**config.mk**
```make
export PLATFORM = sky130hd
export DESIGN_NAME = phase_bank_ctrl
export DESIGN_NICKNAME = d
export VERILOG_FILES = /design/src/rtl/phase_bank_ctrl.sv
export SDC_FILE = /design/constraint.sdc
export NUM_CORES = 2
export LEC_CHECK = 0
export CORE_UTILIZATION = 25
export CTS_BUF_LIST = sky130_fd_sc_hd__clkbuf_16
export DETAILED_ROUTE_END_ITERATION = 12
export GPL_ROUTABILITY_DRIVEN = 0
export PLACE_DENSITY = 0.42
export SLEW_MARGIN = 20
export SYNTH_ARGS = -nofsm -noshare
export SYNTH_HDL_FRONTEND = slang
export SYNTH_SLANG_ARGS = --single-unit
```
**constraint.sdc**
```tcl
create_clock -name clk -period 54.4 [get_ports clk]
set_clock_uncertainty 0.2 [all_clocks]
set_input_delay 10.88 -clock clk [delete_from_list [all_inputs] [get_ports clk]]
set_output_delay 10.88 -clock clk [all_outputs]
set_load 0.02 [all_outputs]
```
**src/rtl/phase_bank_ctrl.sv**
```systemverilog
// Double-buffered per-channel value store: host writes land in a shadow bank,
// which is copied to the active bank at a period boundary after a commit request.
module phase_bank_ctrl #(
   parameter int NUM_CH     = 64,
   parameter int WIDTH      = 11,
   parameter int WDOG_TICKS = 1000
) (
   input  logic                    clk,
   input  logic                    rst,
   input  logic                    wr_valid,
   output logic                    wr_ready,
   input  logic [5:0]              wr_addr,
   input  logic [WIDTH-1:0]        wr_data,
   input  logic                    commit_req,
   input  logic                    period_tick,
   output logic [NUM_CH*WIDTH-1:0] active_flat,
   output logic                    commit_done,
   output logic                    armed,
   output logic                    err_addr,
   output logic                    wdog_trip,
   output logic [15:0]             frame_count
);

   localparam int CW = (WDOG_TICKS > 0) ? $clog2(WDOG_TICKS + 1) : 1;
   localparam logic [CW-1:0] WD_MAX = CW'(WDOG_TICKS);

   typedef enum logic {IDLE, ARMED} state_t;

   state_t                    state, state_nxt;
   logic [NUM_CH*WIDTH-1:0]   shadow_flat;
   logic [CW-1:0]             wd_cnt, wd_nxt;
   logic                      addr_ok, wr_en, commit, wd_tick, blank;

   assign addr_ok = ({1'b0, wr_addr} < 7'(NUM_CH));
   assign wr_en   = wr_valid & wr_ready & addr_ok;

   always_ff @(posedge clk or posedge rst) begin
      if (rst) state <= IDLE;
      else     state <= state_nxt;
   end

   // A tick in IDLE never commits, even alongside commit_req; it only feeds the watchdog.
   always_comb begin
      state_nxt = state;
      wr_ready  = 1'b0;
      armed     = 1'b0;
      commit    = 1'b0;
      wd_tick   = 1'b0;
      case (state)
         IDLE: begin
            wr_ready = 1'b1;
            wd_tick  = period_tick;
            if (commit_req) state_nxt = ARMED;
         end
         ARMED: begin
            armed = 1'b1;
            if (period_tick) begin
               commit    = 1'b1;
               state_nxt = IDLE;
            end
         end
         default: state_nxt = IDLE;
      endcase
   end

   always_comb begin
      wd_nxt = wd_cnt;
      blank  = 1'b0;
      if (WDOG_TICKS > 0 && wd_tick) begin
         if (wd_cnt != WD_MAX) wd_nxt = wd_cnt + CW'(1);
         blank = (wd_nxt == WD_MAX);
      end
   end

   always_ff @(posedge clk or posedge rst) begin
      if (rst) begin
         commit_done <= 1'b0;
         err_addr    <= 1'b0;
         wdog_trip   <= 1'b0;
         frame_count <= 16'd0;
         wd_cnt      <= '0;
      end else begin
         commit_done <= commit;
         if (wr_valid && wr_ready && !addr_ok) err_addr <= 1'b1;
         if (commit) begin
            frame_count <= frame_count + 16'd1;
            wd_cnt      <= '0;
            wdog_trip   <= 1'b0;
         end else begin
            wd_cnt <= wd_nxt;
            if (blank) wdog_trip <= 1'b1;
         end
      end
   end

   // Writes (IDLE) and commits (ARMED) are mutually exclusive, as are commit and blank.
   always_ff @(posedge clk or posedge rst) begin
      if (rst) begin
         shadow_flat <= '0;
         active_flat <= '0;
      end else begin
         for (int i = 0; i < NUM_CH; i++) begin
            if (wr_en && wr_addr == 6'(i)) shadow_flat[i*WIDTH +: WIDTH] <= wr_data;
         end
         if (commit)     active_flat <= shadow_flat;
         else if (blank) active_flat <= '0;
      end
   end

endmodule

```
==> results.ini <==
[outcome]
status=complete, no violations

[cts]
clkTransAtPathRegs_ps=60
clkLatencyLatePin_ps=820
cts-root-buf=clkbuf_16
ctsResizeCount=0
cts_setup_buffers=0
hold_buffers=0
h-tree-depth=4
clock-sinks=1437
cts_inserted_buffers=164
cts_tree=done
cts_buffer_depth=3

[placed_design]
hpwl_um=122000
place_area_um2=65800
portBuffers=745

[power]
pwr-share-seq_pct=47.2
peakVddDrop_v=0.0000301
power_w=0.00271
p_leak_nw=31.9
clock_power_share_pct=37.7
power.internal_w=0.00192
cellPowerDensity_nw_per_um2=38.4
switching_share_pct=29.0
p_comb_share_pct=15.1
power_switching_w=0.000786

[timing]
worst_pin_slew_ps=1300
max_slew_margin_pct=13.3
finalHoldViolations=0
min_period_over_period_pct=30.3
clock.fmax_ghz=0.0607
setup_viol_count_final=0
rsz0062_at_grt=no
finalMaxSlewViolations=0
period_needed_ps=16480
tns_ps=0

[routing]
drtIter0Drc=2692
dr.pass1.iters=7
drc=0
vias_per_cell=4.50
routed_wl_um=199000
ant_nets=0
vias=38500
detail_route.wl_per_cell_um=23.3

[critical_path]
startpoint_type=input port
worstPathArrival_ps=16920
cp.required_ps=54840
critPathKind=in2reg
cp_max_fo=105
end_kind=flop

[hold_path]
hold_class=reg2reg

[logic_synthesis]
syn_avg_cell_area_um2=11.4
ys_warn_count=0
syn_nets=4890
synth_top_cell_by_area=dfrtp_1
synth-seq-cells=1437
syn_area_um2=55600
ys_seq_area_share_pct=64.7
ys_top_cells_by_area=dfrtp_1, mux2_2, nand2_1, a21oi_1, clkbuf_1
ys_async_sr_fraction_pct=100
synth_edf_count=0
netlist_instances=4865
yosys.area.top_type_share_pct=64.7
ys.flop_type=dfrtp_1
yosysUniqueCellTypes=46

[die]
core-area_um2=220000
std_cell_rows=172
die_w_um=474
initial_core_util_pct=25.2
num_io_pins=747
die_h_um=474
dieArea_um2=224000

[run]
maxCapViolCount=0

[grt]
grt_max_degree=201
grt_usage_pct=17.6
overflow=0
grt_pass1_vias=38900
grt_pass1_wl_um=289000
antenna_found_initial=19

[finish]
syn2layout_area_growth_pct=27.0
nets=5488
final_core_util_pct=32.1
final_area_um2=70600
drive_above_1_share_pct=18.2
fillerInstances=22600

-- metrics by stage --
| step | setup WS [ps] | cells | hold slack [ps] |
|---|---|---|---|
| 6_report | 37920 | 8549 | 284 |
| 5_1_grt | 37550 | 8545 | 310 |
| 4_1_cts | 38030 | 8542 | 284 |
| 3_5_place_dp | 37130 | 8255 | 274 |
| 3_3_place_gp | 37140 | 8255 | 264 |
| 2_1_floorplan | 2790 | 4865 | 279 |
-- layer usage --
metal / global-route usage (%) / part of all wire [%] / vias up
met5: 0 / 0 / -
met4: 3.44 / 1.5 / 0
met3: 3.28 / 5.0 / 172
met2: 26.4 / 44 / 971
met1: 26.2 / 49 / 20000
li1: - / - / 17300
-- sequential cells by signal, summed over array words and instances, names as in the netlist --
signal,cells
frame_count,16
wdog_trip,1
wd_cnt,10
active_flat,704
shadow_flat,704
commit_done,1
state,1
-- worst max-delay path: stages --
cell,delay (ps)
clkdlybuf4s50_1,600
nand2_4,680
inv_8,400
a211oi_1,320
o221ai_1,210
nor4b_4,330
buf_4,650
buf_4,770
buf_4,740
buf_4,830
a21oi_1,90
-- power by group through the flow --
stage / clock network [W] / logic [W] / registers [W]
detailed placement: 0 / 0.000417 / 0.00129
global route: 0.00110 / 0.000444 / 0.00129
CTS: 0.00106 / 0.000419 / 0.00128
global placement: 0 / 0.000413 / 0.00129
finish: 0.00102 / 0.000410 / 0.00128
floorplan: 0 / 0.000145 / 0.00133
-- placed cells by master, fill, tap and decap left out, drive strengths merged, types with 4 or more instances in the layout --
master,netlist,layout
dfrtp,1437,1437
or2,5,5
o21ai,15,15
nand2,1480,1480
nor2,36,36
clkinv,0,72
nor4,4,4
nand3,8,8
diode,0,7
nand2b,5,5
clkbuf,256,166
clkdlybuf4s50,0,734
xnor2,13,13
buf,132,86
and3,8,8
nand4,6,6
a21oi,708,708
nor3,9,9
inv,7,53
mux2,705,705
-- logic make-up (layout without fill, tap and decap cells) --
logic type	Yosys count	after routing	synth area share, %
compound gates	739	739	6.75
xor+xnor	15	15	0.236
fa+ha+maj	3	3	0.0675
buf+inv	395	1114	3.17
flops	1437	1437	64.7
mux	705	705	14.3
other cells	1	8	0.00674
simple gates	1570	1570	10.9
-- final timing paths --
kind / slack, ps / cells after the start / end / start
max in group asynchronous: 39800 / 6 / shadow_flat[266]$_DFFE_PP0P_ / rst
worst max register to register: 48040 / 10 / active_flat[395]$_DFFE_PP0P_ / state$_DFF_PP0_
worst min-delay path: 280 / 1 / frame_count[15]$_DFFE_PP0P_ / frame_count[15]$_DFFE_PP0P_
min in group asynchronous: 10400 / 2 / active_flat[28]$_DFFE_PP0P_ / rst
worst min register to register: 280 / 1 / frame_count[15]$_DFFE_PP0P_ / frame_count[15]$_DFFE_PP0P_
worst max-delay path: 37920 / 11 / active_flat[395]$_DFFE_PP0P_ / period_tick
-- Yosys cell counts, types with 3 or more instances --
cell type and n:
ha_1 3, clkbuf_1 256, xnor2_1 13, mux2_2 705
inv_1 6, nand2_1 1480, nand3_1 8, nand4_1 5
buf_1 16, nor3_1 9, and4b_1 3, buf_2 67
nand2b_1 5, buf_6 3, or2_2 5, and3_1 8
nor4_1 4, a21oi_1 708, dfrtp_1 1437, buf_4 46
nor2_1 36, o21ai_0 14
-- area by class of cell --
| class | count | area (um2) | area share, % |
|---|---|---|---|
| timing repair buffer | 820 | 8080 | 11.4 |
| tap | 2958 | 3700 | 5.24 |
| clock inverter | 121 | 717 | 1.01 |
| multi-input combinational | 3033 | 18000 | 25.4 |
| sequential | 1437 | 36000 | 50.9 |
| antenna | 7 | 17.5 | 0.0248 |
| clock buffer | 166 | 4150 | 5.88 |
| inverter | 7 | 41.3 | 0.0584 |
Power figures use the tool's default switching activity.
